## config.mk

```make
export PLATFORM = sky130hd
export DESIGN_NAME = eth_mdio_master
export DESIGN_NICKNAME = d
export VERILOG_FILES = /design/src/rtl/eth_mdio_master.sv
export SDC_FILE = /design/constraint.sdc
export NUM_CORES = 1
export LEC_CHECK = 0
export CAP_MARGIN = 20
export CORE_MARGIN = 2
export CORE_UTILIZATION = 54
export CTS_CLUSTER_SIZE = 40
export DETAILED_ROUTE_END_ITERATION = 16
export PLACE_DENSITY = 0.87
export SLEW_MARGIN = 15
export SYNTH_ARGS = -nofsm -noshare
export SYNTH_HDL_FRONTEND = slang
export SYNTH_SLANG_ARGS = --single-unit
```

## constraint.sdc

```tcl
create_clock -name sys_clk -period 9.52 [get_ports sys_clk]
set_clock_uncertainty 0.1 [all_clocks]
set_input_delay 2.856 -clock sys_clk [delete_from_list [all_inputs] [get_ports sys_clk]]
set_output_delay 2.856 -clock sys_clk [all_outputs]
set_load 0.1 [all_outputs]
```

## src/rtl/eth_mdio_master.sv

```systemverilog
// -----------------------------------------------------------------------------
// eth_mdio_master
//
// Clause-22 MDIO management master. It takes single PHY register read/write
// requests, shifts each one out as a 64-bit MDC/MDIO frame and returns the read
// data with a one-cycle response pulse. It also sequences the PHY hardware
// reset (eth_rst_n) after system reset.
//
// Optional feature macro: ETH_PHY_RST_SEQ_EN
//   defined   : after rst, eth_rst_n is held low for RST_HOLD_CYCLES, then the
//               block waits RST_WAIT_CYCLES before it accepts the first request.
//   undefined : eth_rst_n is 0 during rst and 1 from the first clock after it;
//               the master is idle immediately.
//
// Parameters:
//   CLK_DIV          sys_clk cycles per MDC half-period (minimum 2)
//   RST_HOLD_CYCLES  eth_rst_n low time after reset (macro only)
//   RST_WAIT_CYCLES  delay from eth_rst_n rising to the first accept (macro only)
//
// Ports:
//   sys_clk, rst                 clock, asynchronous active-high reset
//   req_valid / req_ready        request handshake
//   req_write                    1 = write, 0 = read
//   req_phy_addr, req_reg_addr   5-bit PHY and register addresses
//   req_wdata                    16-bit write data
//   rsp_valid                    one-cycle completion pulse
//   rsp_rdata                    read data, held until the next read completes
//   rsp_err                      read turnaround bit was 1 (valid with rsp_valid)
//   busy                         high from accept through the rsp_valid cycle
//   eth_rst_n                    PHY reset, active-low
//   eth_mdio_mdc                 MDC
//   eth_mdio_mdio_o/_i/_t        MDIO IOBUF pins; _t = 1 releases the line
//
// Handshake: a request is accepted in any cycle where req_valid && req_ready
// are both 1. req_ready is 1 only in IDLE; all request fields are captured in
// the accept cycle and the inputs are ignored until the master is idle again.
// -----------------------------------------------------------------------------
module eth_mdio_master #(
  parameter int CLK_DIV         = 25,
  parameter int RST_HOLD_CYCLES = 1000000,
  parameter int RST_WAIT_CYCLES = 5000000
) (
  input  logic        sys_clk,
  input  logic        rst,
  input  logic        req_valid,
  output logic        req_ready,
  input  logic        req_write,
  input  logic [4:0]  req_phy_addr,
  input  logic [4:0]  req_reg_addr,
  input  logic [15:0] req_wdata,
  output logic        rsp_valid,
  output logic [15:0] rsp_rdata,
  output logic        rsp_err,
  output logic        busy,
  output logic        eth_rst_n,
  output logic        eth_mdio_mdc,
  output logic        eth_mdio_mdio_o,
  input  logic        eth_mdio_mdio_i,
  output logic        eth_mdio_mdio_t
);

  // Elaboration-time sanity checks on the configuration.
  if (CLK_DIV < 2) begin : g_bad_clk_div
    $error("eth_mdio_master: CLK_DIV must be at least 2");
  end
  if (RST_HOLD_CYCLES < 1 || RST_WAIT_CYCLES < 1) begin : g_bad_rst_cycles
    $error("eth_mdio_master: reset sequence cycle counts must be at least 1");
  end

  localparam int              DIV_W    = $clog2(CLK_DIV);
  localparam logic [DIV_W-1:0] DIV_LAST = DIV_W'(CLK_DIV - 1);

  // Frame bit positions (bit 0 is the first bit on the wire).
  localparam logic [5:0] BIT_TA_FIRST = 6'd46;
  localparam logic [5:0] BIT_TA_LAST  = 6'd47;
  localparam logic [5:0] BIT_DATA0    = 6'd48;
  localparam logic [5:0] BIT_LAST     = 6'd63;

  typedef enum logic [2:0] {
`ifdef ETH_PHY_RST_SEQ_EN
    PHY_RST_HOLD = 3'd0,
    PHY_RST_WAIT = 3'd1,
`endif
    IDLE         = 3'd2,
    SHIFT        = 3'd3,
    DONE         = 3'd4
  } state_e;

`ifdef ETH_PHY_RST_SEQ_EN
  localparam state_e RESET_STATE = PHY_RST_HOLD;
  localparam logic   READY_RST   = 1'b0;
  localparam logic [31:0] HOLD_LAST = 32'(RST_HOLD_CYCLES - 1);
  localparam logic [31:0] WAIT_LAST = 32'(RST_WAIT_CYCLES - 1);
  logic [31:0] seq_cnt_q, seq_cnt_d;
`else
  localparam state_e RESET_STATE = IDLE;
  localparam logic   READY_RST   = 1'b1;
`endif

  state_e             state_q, state_d;
  logic [DIV_W-1:0]   div_cnt_q, div_cnt_d;
  logic [5:0]         bit_idx_q, bit_idx_d;
  logic [63:0]        frame_q, frame_d;     // bit 63 is the bit currently on the wire
  logic               is_read_q, is_read_d;
  logic [15:0]        rd_sh_q, rd_sh_d;     // read data shift-in, MSB first
  logic               ta_err_q, ta_err_d;   // sampled second turnaround bit
  logic               mdc_q, mdc_d;
  logic               mdio_o_q, mdio_o_d;
  logic               mdio_t_q, mdio_t_d;
  logic               rsp_valid_q, rsp_valid_d;
  logic [15:0]        rsp_rdata_q, rsp_rdata_d;
  logic               rsp_err_q, rsp_err_d;
  logic               busy_q, busy_d;
  logic               req_ready_q, req_ready_d;
  logic               eth_rst_n_q, eth_rst_n_d;

  logic               handshake;
  logic               div_wrap;
  logic               sample_now;

  assign handshake  = req_valid && req_ready_q;
  assign div_wrap   = (div_cnt_q == DIV_LAST);
  // First high cycle of each bit: the PHY has had a full low half-period to
  // drive its value, so this is where mdio_i is taken.
  assign sample_now = mdc_q && (div_cnt_q == '0);

  always_comb begin
    state_d     = state_q;
    div_cnt_d   = div_cnt_q;
    bit_idx_d   = bit_idx_q;
    frame_d     = frame_q;
    is_read_d   = is_read_q;
    rd_sh_d     = rd_sh_q;
    ta_err_d    = ta_err_q;
    mdc_d       = mdc_q;
    mdio_o_d    = mdio_o_q;
    mdio_t_d    = mdio_t_q;
    rsp_valid_d = 1'b0;
    rsp_rdata_d = rsp_rdata_q;
    rsp_err_d   = rsp_err_q;
    busy_d      = busy_q;
    req_ready_d = req_ready_q;
`ifdef ETH_PHY_RST_SEQ_EN
    seq_cnt_d   = seq_cnt_q;
    eth_rst_n_d = eth_rst_n_q;
`else
    eth_rst_n_d = 1'b1;
`endif

    case (state_q)
`ifdef ETH_PHY_RST_SEQ_EN
      PHY_RST_HOLD: begin
        if (seq_cnt_q == HOLD_LAST) begin
          state_d     = PHY_RST_WAIT;
          seq_cnt_d   = '0;
          eth_rst_n_d = 1'b1;
        end else begin
          seq_cnt_d = seq_cnt_q + 32'd1;
        end
      end

      PHY_RST_WAIT: begin
        if (seq_cnt_q == WAIT_LAST) begin
          state_d     = IDLE;
          seq_cnt_d   = '0;
          req_ready_d = 1'b1;
        end else begin
          seq_cnt_d = seq_cnt_q + 32'd1;
        end
      end
`endif

      IDLE: begin
        if (handshake) begin
          state_d   = SHIFT;
          // Read frames carry 1s in TA/DATA; the line is released there anyway.
          frame_d   = {32'hFFFF_FFFF, 2'b01,
                       (req_write ? 2'b01 : 2'b10),
                       req_phy_addr, req_reg_addr,
                       (req_write ? 2'b10 : 2'b11),
                       (req_write ? req_wdata : 16'hFFFF)};
          is_read_d   = !req_write;
          div_cnt_d   = '0;
          bit_idx_d   = '0;
          rd_sh_d     = '0;
          ta_err_d    = 1'b0;
          mdc_d       = 1'b0;
          mdio_o_d    = 1'b1;   // bit 0 is preamble
          mdio_t_d    = 1'b0;
          busy_d      = 1'b1;
          req_ready_d = 1'b0;
        end
      end

      SHIFT: begin
        div_cnt_d = div_wrap ? '0 : div_cnt_q + 1'b1;

        if (sample_now && is_read_q) begin
          if (bit_idx_q == BIT_TA_LAST) begin
            ta_err_d = eth_mdio_mdio_i;
          end
          if (bit_idx_q >= BIT_DATA0) begin
            rd_sh_d = {rd_sh_q[14:0], eth_mdio_mdio_i};
          end
        end

        if (div_wrap) begin
          if (!mdc_q) begin
            mdc_d = 1'b1;
          end else begin
            // Falling MDC edge: the only place mdio_o/mdio_t move.
            mdc_d = 1'b0;
            if (bit_idx_q == BIT_LAST) begin
              state_d     = DONE;
              mdio_o_d    = 1'b1;
              mdio_t_d    = 1'b1;
              rsp_valid_d = 1'b1;
              if (is_read_q) begin
                rsp_rdata_d = rd_sh_q;
                rsp_err_d   = ta_err_q;
              end else begin
                rsp_err_d   = 1'b0;
              end
            end else begin
              bit_idx_d = bit_idx_q + 6'd1;
              frame_d   = {frame_q[62:0], 1'b1};
              mdio_o_d  = frame_q[62];
              // Release the line from the first TA bit of a read onward.
              mdio_t_d  = is_read_q && (bit_idx_q >= (BIT_TA_FIRST - 6'd1));
            end
          end
        end
      end

      DONE: begin
        state_d     = IDLE;
        busy_d      = 1'b0;
        req_ready_d = 1'b1;
      end

      default: begin
        state_d     = IDLE;
        mdc_d       = 1'b0;
        mdio_o_d    = 1'b1;
        mdio_t_d    = 1'b1;
        busy_d      = 1'b0;
        req_ready_d = 1'b1;
      end
    endcase
  end

  always_ff @(posedge sys_clk or posedge rst) begin
    if (rst) begin
      state_q     <= RESET_STATE;
      div_cnt_q   <= '0;
      bit_idx_q   <= '0;
      frame_q     <= '1;
      is_read_q   <= 1'b0;
      rd_sh_q     <= '0;
      ta_err_q    <= 1'b0;
      mdc_q       <= 1'b0;
      mdio_o_q    <= 1'b1;
      mdio_t_q    <= 1'b1;
      rsp_valid_q <= 1'b0;
      rsp_rdata_q <= '0;
      rsp_err_q   <= 1'b0;
      busy_q      <= 1'b0;
      req_ready_q <= READY_RST;
      eth_rst_n_q <= 1'b0;
`ifdef ETH_PHY_RST_SEQ_EN
      seq_cnt_q   <= '0;
`endif
    end else begin
      state_q     <= state_d;
      div_cnt_q   <= div_cnt_d;
      bit_idx_q   <= bit_idx_d;
      frame_q     <= frame_d;
      is_read_q   <= is_read_d;
      rd_sh_q     <= rd_sh_d;
      ta_err_q    <= ta_err_d;
      mdc_q       <= mdc_d;
      mdio_o_q    <= mdio_o_d;
      mdio_t_q    <= mdio_t_d;
      rsp_valid_q <= rsp_valid_d;
      rsp_rdata_q <= rsp_rdata_d;
      rsp_err_q   <= rsp_err_d;
      busy_q      <= busy_d;
      req_ready_q <= req_ready_d;
      eth_rst_n_q <= eth_rst_n_d;
`ifdef ETH_PHY_RST_SEQ_EN
      seq_cnt_q   <= seq_cnt_d;
`endif
    end
  end

  assign req_ready       = req_ready_q;
  assign rsp_valid       = rsp_valid_q;
  assign rsp_rdata       = rsp_rdata_q;
  assign rsp_err         = rsp_err_q;
  assign busy            = busy_q;
  assign eth_rst_n       = eth_rst_n_q;
  assign eth_mdio_mdc    = mdc_q;
  assign eth_mdio_mdio_o = mdio_o_q;
  assign eth_mdio_mdio_t = mdio_t_q;

endmodule
```

After elaboration in Yosys (flattened, before gate mapping)
Cells that the tools add are included.
{ "word_totals": {"wordCells": 102, "in_bits": 31, "register_bits": 119, "output_inout_bits": 24} }
{ "op_classes": {"eq_ne": 14, "muxes": 48, "order_cmp": 2, "bitwise": 2, "n_reduce_logical": 18, "addsub": 2} }
{ "op_table": {"columns": ["operator", "n"], "rows": [
  ["$mux 63", 4],
  ["$pmux 63 s2", 1],
  ["$mux 16", 4],
  ["$pmux 16 s2", 1],
  ["$mux 6", 4],
  ["$reduce_and 4->1", 5],
  ["$mux 1", 18],
  ["$ne 2x2->1 const B", 8],
  ["$eq 6x6->1 const B", 2],
  ["$ge 6x6->1 const B", 2],
  ["$mux 3", 4],
  ["$pmux 6 s2", 1],
  ["$mux 5", 2],
  ["$pmux 5 s2", 1],
  ["$reduce_and 5->1", 2],
  ["$pmux 1 s3", 3],
  ["$add 6x1->6 const B", 1],
  ["$eq 3x2->1 const B", 2],
  ["$pmux 1 s2", 3],
  ["$pmux 3 s2", 1],
  ["$reduce_and 2->1", 3],
  ["$add 5x1->5 const B", 1],
  ["$eq 5x5->1 const B", 1],
  ["$logic_not 5->1", 1],
  ["other kinds (7)", 11]
]} }

Depth between registers and ports, before layout
{ "depth": {"word_depth": 6, "mapped_depth": 9, "ltp_nobuf": 6} }

Least setup slack after synthesis
OpenSTA, ideal clock, no wires.
{ "synth_timing": {"path_type": "input port to flip-flop", "startpoint": "input port req_valid", "endpoint": "register frame_q[0]", "path_slack_ns": 5.604, "path_buffers": 2, "setup_ns": 0.073, "path_stages": 6, "required_ns": 9.347, "arrival_ns": 3.743, "cell_sequence": "nand3b_1 > nor2_1 > buf_2 > buf_1 > nor3_1 > a21oi_1"} }
{ "synth_between": {"elab_chain_cells": 3} }
{ "synth_rtl": {"columns": ["item", "line_no", "text"], "rows": [
  ["start: declaration", "45", "input logic req_valid,"],
  ["$logic_and 1x1->1", "121", "assign handshake = req_valid && req_ready_q;"],
  ["$ne 2x2->1 (no line)", null, null],
  ["$reduce_and 5->1 (no line)", null, null],
  ["end signal: assignment", "277", "frame_q <= frame_d;"],
  ["end: declaration", "103", "logic [63:0] frame_q, frame_d;"]
]} }
Every way passes these cells.
A chain may end at the register's enable or synchronous reset.

Worst setup path after layout
{ "layout_timing": {"startpoint": "register mdc_q (netlist: eth_mdio_mdc)", "endpoint": "output port eth_mdio_mdc"} }
{ "layout_rtl": {"columns": ["item", "line_no", "text"], "rows": [
  ["start: declaration", "107", "logic mdc_q, mdc_d;"],
  ["start signal: assignment", "281", "mdc_q <= mdc_d;"],
  ["end: declaration", "56", "output logic eth_mdio_mdc,"]
]} }
No word-level cell between the ends.

==> impl_summary.log <==
INFO  metric run_status = finished, final reports clean
INFO  metric starting_drt_drc_count = 292
INFO  metric finalInstanceArea = 6710 um^2
INFO  metric syn-num-nets = 577
INFO  metric antenna_found_initial = 0
INFO  metric maximum_number_of_pins_on_one_net_before_global_route_repair = 92
INFO  metric grt_setup_unrepaired = no
INFO  metric power-per-cell-area = 241 nW/um^2
INFO  metric cts.sinks = 119
INFO  metric regToRegSetupSlack = 6.83 ns
INFO  metric final-instance-count-excl-fill = 726
INFO  metric yosys_warnings = 0
INFO  metric worst_skew_pair.late_latency = 0.52 ns
INFO  metric wirelength = 11400 um
INFO  metric ys_ff_latch = 119
INFO  metric drv_cap = 0
INFO  metric cp_slowest_stage_delay = 1.22 ns
INFO  metric crit_path_time_final = 5.32 ns
INFO  metric clkSlewWorstSetupHoldPaths = 0.06 ns
INFO  metric worst_hold_path_type = reg2reg
INFO  metric number_of_antenna_cells_inserted = 0
INFO  metric worst_slew_margin_rel = 0.347
INFO  metric postCtsSetupRepairBufs = 0
INFO  metric via_count_of_the_first_global_routing_pass = 4009
INFO  metric row_count = 36
INFO  metric fraction_of_final_layout_cells_sized_beyond_drive_strength_1 = 0.226
INFO  metric min_to = frame_q[21]$_DFFE_PP1P_
INFO  metric ctsHoldBuffers = 0
INFO  metric place.detailed.hpwl = 6820 um
INFO  metric final-max-slew-violation-count = 0
INFO  metric dominant_combinational_cell_family_by_area_after_synthesis = simple AND/OR/NAND/NOR gates
INFO  metric timing.rr.start = div_cnt_q[0]$_DFFE_PP0P_
INFO  metric power.ir.vdd_worst = 0.145 mV
INFO  metric placed_cells_incl_taps = 693
INFO  metric cp_num_buf_inv = 1
INFO  metric setup.worst_path.start_class = flop
INFO  metric postSynth.asyncResetShare = 1.00
INFO  metric clk_root_buffer_cell = clkbuf_8
INFO  metric areaGrowthSynthToFinish = 22.6%
INFO  metric r2r_end = frame_q[31]$_DFFE_PP1P_
INFO  metric fp.dieH = 105 um
INFO  metric grt_use_total = 0.220
INFO  metric worst_pin_slew = 0.976 ns
INFO  metric synth-edff-count = 0
INFO  metric number_of_levels_the_h_tree_was_split_into = 4
INFO  metric synth_seq_area_share = 0.560
INFO  metric critical_path.slowest_cell = clkdlybuf4s50_1
INFO  metric antenna_violating_nets_post_route = 0
INFO  metric worst_setup_path_startpoint = eth_mdio_mdc$_DFFE_PP0P_
INFO  metric coreArea = 9820 um^2
INFO  metric dpl-instance-area = 6050 um^2
INFO  metric rr_worst_depth = 7
INFO  metric synthAdderAreaFrac = 0.0114
INFO  metric setup_total_negative_slack = 0 ns
INFO  metric final_nets = 616
INFO  metric overflow = 0
INFO  metric post-synth-top-count-cell = dfstp_2
INFO  metric setup_viol = 0
INFO  metric clock_tree.buffer_depth = 2
INFO  metric synth_area = 5470 um^2
INFO  metric final-hold-violation-count = 0
INFO  metric drt-wirelength-per-cell = 15.7 um
INFO  metric synth_area_leader_cell = dfstp_2
INFO  metric cts_tree = yes
INFO  metric netlist-cell-type-count = 50
INFO  metric cell_family_contributing_the_most_delay_on_the_critical_path = buffers and inverters
INFO  metric layout_setup_ws = 4.20 ns
INFO  metric design.die.area = 11000 um^2
INFO  metric yosys_most_used_dff = dfstp_2
INFO  metric arrival = 2.36 ns
INFO  metric drt-vias-per-instance = 5.80
INFO  metric crit_required = 6.56 ns
INFO  metric launch_instance_of_the_worst_min_delay_path = frame_q[21]$_DFFE_PP1P_
INFO  metric initial_core_util = 0.557
INFO  metric post-place-ws = 4.18 ns
INFO  metric synth_common_cells = dfstp_2 (67), a21oi_1 (58), nor3_1 (53), o21ai_0 (53), dfrtp_1 (52)
INFO  metric synth.mux.area_fraction = 0.0640
INFO  metric post_synth.cell_area_avg = 10.1 um^2
INFO  metric postSynthCellCount = 541
INFO  metric post-synth-top-area-fraction = 0.322
INFO  metric place_congestion = 0.856
INFO  metric top_cells_by_area_synth = dfstp_2 (32%), dfrtp_1 (24%), a21oi_1 (5.3%)
INFO  metric grt_pass1_wl = 19400 um
INFO  metric crit_path_end_kind = primary output
INFO  metric placement.io_buffers = 54
INFO  metric critical_path_class = reg2out
INFO  metric firstDrtPassIters = 5
INFO  metric detailroute.via_count = 4214
INFO  metric utilization = 0.683
INFO  metric num_ports = 55
INFO  metric synth_compound_area_frac = 0.132
INFO  metric post_synth_xor_area_fraction = 0.00160
INFO  metric min_delay_path_depth = 2
INFO  metric cts_buffer_count = 17
INFO  metric leakage_dissipation = 2.75 nW
INFO  metric cp_cell_sequence = clkdlybuf4s50_1
INFO  metric period_share = 0.558
INFO  metric critical_path_peak_fanout = 11
INFO  metric post_synth_and_or_nand_nor_area_fraction = 0.189
INFO  metric die_w = 105 um
INFO  metric achievable-frequency = 0.188 GHz
INFO  metric post_cts_sizing_count = 0
INFO  metric remaining_drc_errors = 0
## layout make-up
class | count | area, um^2
Clock buffer | 17 | 414
Inverter | 10 | 40.0
Multi-Input combinational cell | 371 | 2190
Tap cell | 133 | 166
Sequential cell | 119 | 3060
Timing Repair Buffer | 61 | 604
Fill cell | 716 | 3110
Clock inverter | 15 | 226
## report_power, final
group | switching (mW) | leakage, nW | internal, mW
clock network | 0.236 | 0.306 | 0.453
registers | 0.0636 | 1.39 | 0.638
logic | 0.127 | 1.06 | 0.0983
## cell families (layout without fill, tap and decap cells)
logic type / count (synthesis) / count (layout)
AND/OR/NAND/NOR: 205 / 205
buffers and inverters: 51 / 103
adder cells (fa/ha/maj): 5 / 5
XOR/XNOR: 1 / 1
flip-flops: 119 / 119
other: 1 / 1
AO/OA/AOI/OAI: 130 / 130
multiplexers: 29 / 29
## per-layer routing
layer  GRT usage  vias to the layer above  wire [um]  part of all wire
li1            -                     1978          -                 -
met1       0.283                     2091       4960              0.44
met2       0.358                      122       5650              0.50
met3      0.0574                       23        589             0.052
met4      0.0867                        0        208             0.018
met5           0                        -          0                 0
## cells in the final DEF, fill, tap and decap left out, types with 17 or more instances in the layout
cell type and count:
nand3b_1 17, nand2_1 49, a21oi_1 58, nand3_1 18
nor3_1 53, dfrtp_1 52, o21ai_0 53, dfstp_2 67
nor2_1 39, clkdlybuf4s50_1 54
## worst max-delay path by stage
stage                                     to  slack [ns]  cells past startpoint
floorplan           bit_idx_q[0]$_DFFE_PP0P_        3.52                      1
global placement     frame_q[28]$_DFFE_PP1P_        4.24                      6
detailed placement   frame_q[28]$_DFFE_PP1P_        4.18                      6
CTS                             eth_mdio_mdc        4.18                      1
global route                    eth_mdio_mdc        4.14                      1
finish                          eth_mdio_mdc        4.20                      1
## registers in the layout, indices dropped and copies added, names as in the netlist
register,cells
is_read_q,1
eth_mdio_mdc,1
rd_sh_q,16
div_cnt_q,5
eth_mdio_mdio_o,1
bit_idx_q,6
frame_q,63
busy,1
rsp_valid,1
eth_mdio_mdio_t,1
req_ready,1
ta_err_q,1
eth_rst_n,1
rsp_err,1
rsp_rdata,16
state_q,3
## through the flow
stage	hold WS, ns	power, mW
after floorplan	0.355	0.865
after global placement	0.371	0.911
after detailed placement	0.387	0.929
after CTS	0.395	1.63
after global routing	0.411	1.69
final	0.392	1.62
Power figures use the tool's default switching activity.
==> edit 1, RTL diff (config.mk and constraints unchanged) <==
Register the output `rsp_err` once more, cleared by the reset; this adds one clock of latency there. The other outputs are not delayed to match.
--- a/src/rtl/eth_mdio_master.sv
+++ b/src/rtl/eth_mdio_master.sv
@@ -298,3 +298,9 @@
   assign rsp_rdata       = rsp_rdata_q;
-  assign rsp_err         = rsp_err_q;
+  always_ff @(posedge sys_clk or posedge rst) begin
+    if (rst) begin
+      rsp_err <= '0;
+    end else begin
+      rsp_err <= rsp_err_q;
+    end
+  end
   assign busy            = busy_q;
Check against the original RTL: same outputs for any inputs over 10 cycles, from zero or initial values and one cycle with rst high; that may be too few to reach the edited logic, so the function may still have changed.
==> edit 1 against the unedited design <==
Count of clock-buffer cells in the layout up 1. Critical path type unchanged. Critical endpoint unchanged. Worst setup slack got worse by 23 ps. Power fell by 3.0%. Wire length is 2.1% higher. Highest routed layer unchanged. Design area shrank 0.39%. Area after synthesis grew 0.46%. Final cell count is 0.14% higher. Sequential cell count grew 1.
==> edit 1: results (changes against the unedited design) <==
| Metric | Value |
|---|---|
| Run status | finished clean (unchanged) |
| Half-perimeter wire length of the detailed placement result | 6.755 mm (was 6.820 mm) |
| Cell family with the largest share of critical-path delay | buffers and inverters (unchanged) |
| Max reg flops | 63 (unchanged) |
| Via count of the first global-routing pass | 4158 (was 4009) |
| Setup WS pre-CTS | 4173 ps (was 4178 ps) |
| Share of synthesized registers carrying an async set or reset | 1.000 (unchanged) |
| Fraction of layout instances using a drive strength above 1 | 0.2256 (was 0.2260) |
| Reg2Reg Setup Slack | 6930 ps (was 6830 ps) |
| Peak fanout along the critical path | 11 (unchanged) |
| Data arrival at the endpoint of the critical path | 2380 ps (was 2360 ps) |
| Biggest area contributors in the synthesized netlist | dfstp_2 (32%), dfrtp_1 (24%), a21oi_1 (5.3%) (unchanged) |
| Min-delay worst type | reg2reg (unchanged) |
| Min-Delay Path Depth | 0 (was 2) |
| Static Leakage | 2.740 nW (was 2.752 nW) |
| Placer congestion estimate | 0.8210 (was 0.8562) |
| Final core utilization | 0.6804 (was 0.6831) |
| Number of nets in the layout | 617 (was 616) |
| Wire length of the first global-routing pass | 19.53 mm (was 19.44 mm) |
| Measured slew at the worst slew-check pin | 977.0 ps (was 975.9 ps) |
| Detail-routed via count per cell | 5.733 (was 5.804) |
| Clock transition at the registers of the reported paths | 60 ps (about the same) |
| GRT Util Overall | 0.2209 (was 0.2204) |
| Fillers | 733 (was 716) |
| DR iter-0 viols | 282 (was 292) |
| Pin count of the biggest net entering global routing | 85 (was 92) |
| CTS-repair resized insts | 0 (unchanged) |
| Final worst-path cycle share | 0.5607 (was 0.5583) |
| Leading cell types by count after synthesis | dfstp_2 (67), a21oi_1 (58), dfrtp_1 (53), nor3_1 (53), o21ai_0 (53) (was dfstp_2 (67), a21oi_1 (58), nor3_1 (53), o21ai_0 (53), dfrtp_1 (52)) |
| Placed standard-cell area | 6073 um2 (was 6048 um2) |
| Total Wirelength | 11.65 mm (was 11.41 mm) |
| Number of nets in the synthesized netlist | 578 (was 577) |
| Sequential element share of the synthesized area | 0.5617 (was 0.5597) |
| Peak ir drop on the vdd network | 152.8 uV (was 145.0 uV) |
| Register bank with the most flops | frame_q (unchanged) |
| Longest individual stage delay on the worst path | 1230 ps |
| Count of buffers added by post-CTS timing repair for setup | 0 (unchanged) |
| Initial antenna violation count | 0 (unchanged) |
## edit 1: final cells by class
cell class,instances,share of cell area
sequential,120,0.4620
multi-input combinational,371,0.3285
timing repair buffer,61,0.08989
clock buffer,18,0.06255
clock inverter,14,0.02622
tap,133,0.02491
inverter,10,0.005993
## edit 1: power breakdown
| part | total [mW] | internal, mW | leakage, nW | switching (mW) |
|---|---|---|---|---|
| Sequential | 0.706 | 0.643 | 1.40 | 0.0635 |
| Combinational | 0.228 | 0.0980 | 1.06 | 0.130 |
| Clock | 0.634 | 0.400 | 0.281 | 0.234 |
## edit 1: kinds of logic (layout without fill, tap and decap cells)
group                      after synthesis  count (layout)  share of synthesized area
other                                    1               1                  0.0006824
muxes                                   29              29                    0.06375
adders and majority gates                5               5                    0.01138
and+or+nand+nor                        205             205                     0.1878
buffers and inverters                   51             103                    0.04144
AOI/OAI and AO/OA                      130             130                     0.1316
xor gates and xnor gates                 1               1                   0.001594
DFF                                    120             120                     0.5617
## edit 1: path summary, 6_finish.rpt
| check | start | endpoint |
|---|---|---|
| max | eth_mdio_mdc$_DFFE_PP0P_ | eth_mdio_mdc |
| min | rsp_err_q$_DFFE_PP0P_ | rsp_err$_DFF_PP0_ |
| max reg2reg | div_cnt_q[0]$_DFFE_PP0P_ | frame_q[22]$_DFFE_PP1P_ |
| min reg2reg | rsp_err_q$_DFFE_PP0P_ | rsp_err$_DFF_PP0_ |
| max in group asynchronous | rst | eth_rst_n$_DFF_PP0_ |
| min in group asynchronous | rst | rsp_rdata[8]$_DFFE_PP0P_ |
## edit 1: through the flow
step / instances / hold WS (ps)
global route: 727 / 311.7
global placement: 694 / 261.5
finish: 727 / 287.7
floorplan: 542 / 253.7
CTS: 726 / 287.2
detailed placement: 694 / 274.7
## edit 1: routing by layer
layer / GRT usage / vias to the layer above / part of all wire
met5: 0 / - / 0
met1: 0.2874 / 2069 / 0.44
met2: 0.3636 / 111 / 0.50
li1: - / 1972 / -
met4: 0.08000 / 0 / 0.013
met3: 0.05053 / 16 / 0.042
==> edit 2, RTL diff (config.mk and constraints unchanged) <==
Made on the original files. Build with the macro `ETH_PHY_RST_SEQ_EN` defined.
--- a/src/rtl/eth_mdio_master.sv
+++ b/src/rtl/eth_mdio_master.sv
@@ -37,2 +37,4 @@
 // -----------------------------------------------------------------------------
+`define ETH_PHY_RST_SEQ_EN
+
 module eth_mdio_master #(
Behaviour: not the same (Yosys sat finds a counterexample within 4 cycles, from zero or initial values and one cycle with rst high).
==> edit 2 against the unedited design <==
Sequential cell count rose by 32. Utilization fell by 2.6 points. Area after synthesis rose by 29%. Wire length rose by 22%. Worst setup slack improved by 240 ps. Design area rose by 25%. Power fell by 15%. Combinational power fell by 86%.
==> edit 2: results (changes against the unedited design) <==
| Metric | Value |
|---|---|
| Leading cell types by count after synthesis | nand2_1 (103), dfrtp_1 (86), dfstp_2 (65) (was dfstp_2 (67), a21oi_1 (58), nor3_1 (53), o21ai_0 (53), dfrtp_1 (52)) |
| Reg2reg start | state_q[0]$_DFFE_PP0P_ (was div_cnt_q[0]$_DFFE_PP0P_) |
| Worst min-delay path startpoint | frame_q[62]$_DFFE_PP1P_ (was frame_q[21]$_DFFE_PP1P_) |
| Master cell of the clock root buffer | clkbuf_16 (was clkbuf_8) |
| Via count of the first global-routing pass | 4811 (was 4009) |
| Internal power component | 1.110 mW (was 1.189 mW) |
| GR Util met3 | 0.05212 (was 0.05739) |
| Wire length on met1 | 6.283 mm (was 4.962 mm) |
| Routed wire length on met3 | 623 um (was 589 um) |
| Met2 wirelength from detailed routing | 6.917 mm (was 5.646 mm) |
| Post-Layout Cell Count | 874 (was 726) |
| Worst reg2reg endpoint | rd_sh_q[7]$_DFFE_PP0P_ (was frame_q[31]$_DFFE_PP1P_) |
| Peak fanout along the critical path | 2 (was 11) |
| Sequential element share of the synthesized area | 0.5453 (was 0.5597) |
| Static Leakage | 3.767 nW (was 2.752 nW) |
| Number of cells in the design after placement | 842 (was 693) |
| Half-perimeter wire length of the detailed placement result | 8.839 mm (was 6.820 mm) |
| Clock share of power | 0.511 (was 0.426) |
| Fraction of synthesized cell area in xor and xnor cells | 0.03217 (was 0.001601) |
| Sequential share of power | 0.466 (was 0.434) |
| Max_slew headroom | 0.3183 (was 0.3473) |
| Gate count after technology mapping | 644 (was 541) |
| Wire length of the first global-routing pass | 23.47 mm (was 19.44 mm) |
| Fraction of layout instances using a drive strength above 1 | 0.1909 (was 0.2260) |
| Complex-gate fraction of the synthesized area | 0.1119 (was 0.1322) |
| Post-route worst hold slack | 369.3 ps (was 392.3 ps) |
| Placer congestion estimate | 0.8373 (was 0.8562) |
| Run status | finished clean (unchanged) |
| Source-to-sink clock delay at the later pin of the worst-skew pair | 420 ps (was 520 ps) |
| GRT Util Overall | 0.2076 (was 0.2204) |
| DR iter-0 viols | 333 (was 292) |
| Fillers | 984 (was 716) |
| Terminating pin of the worst hold path | frame_q[62]$_DFFE_PP1P_ (was frame_q[21]$_DFFE_PP1P_) |
[edit 2: cell count changes after synthesis, moves of 19 or more]
cell / before / now
nand2_1: 49 / 103
a21oi_1: 58 / 14
nor3_1: 53 / 16
dfrtp_1: 52 / 86
o22a_1: 0 / 31
inv_1: 10 / 36
o21ai_0: 53 / 27
mux2_1: 0 / 24
xor2_1: 0 / 21
nor2_1: 40 / 21
[edit 2: final cells by class]
type | count | area, um2 | share of cell area
clock buffer | 29 | 595.6 | 0.07125
clock inverter | 3 | 45.04 | 0.005388
inverter | 36 | 140.1 | 0.01676
multi-input combinational | 423 | 2914 | 0.3486
sequential | 151 | 3860 | 0.4618
tap | 172 | 215.2 | 0.02574
timing repair buffer | 60 | 589.3 | 0.07050
[edit 2: cell families after synthesis]
group / after synthesis
adder cells (fa/ha/maj): 6
flip-flops: 151
AO/OA/AOI/OAI: 105
multiplexers: 68
AND/OR/NAND/NOR: 218
buffers and inverters: 70
XOR/XNOR: 26
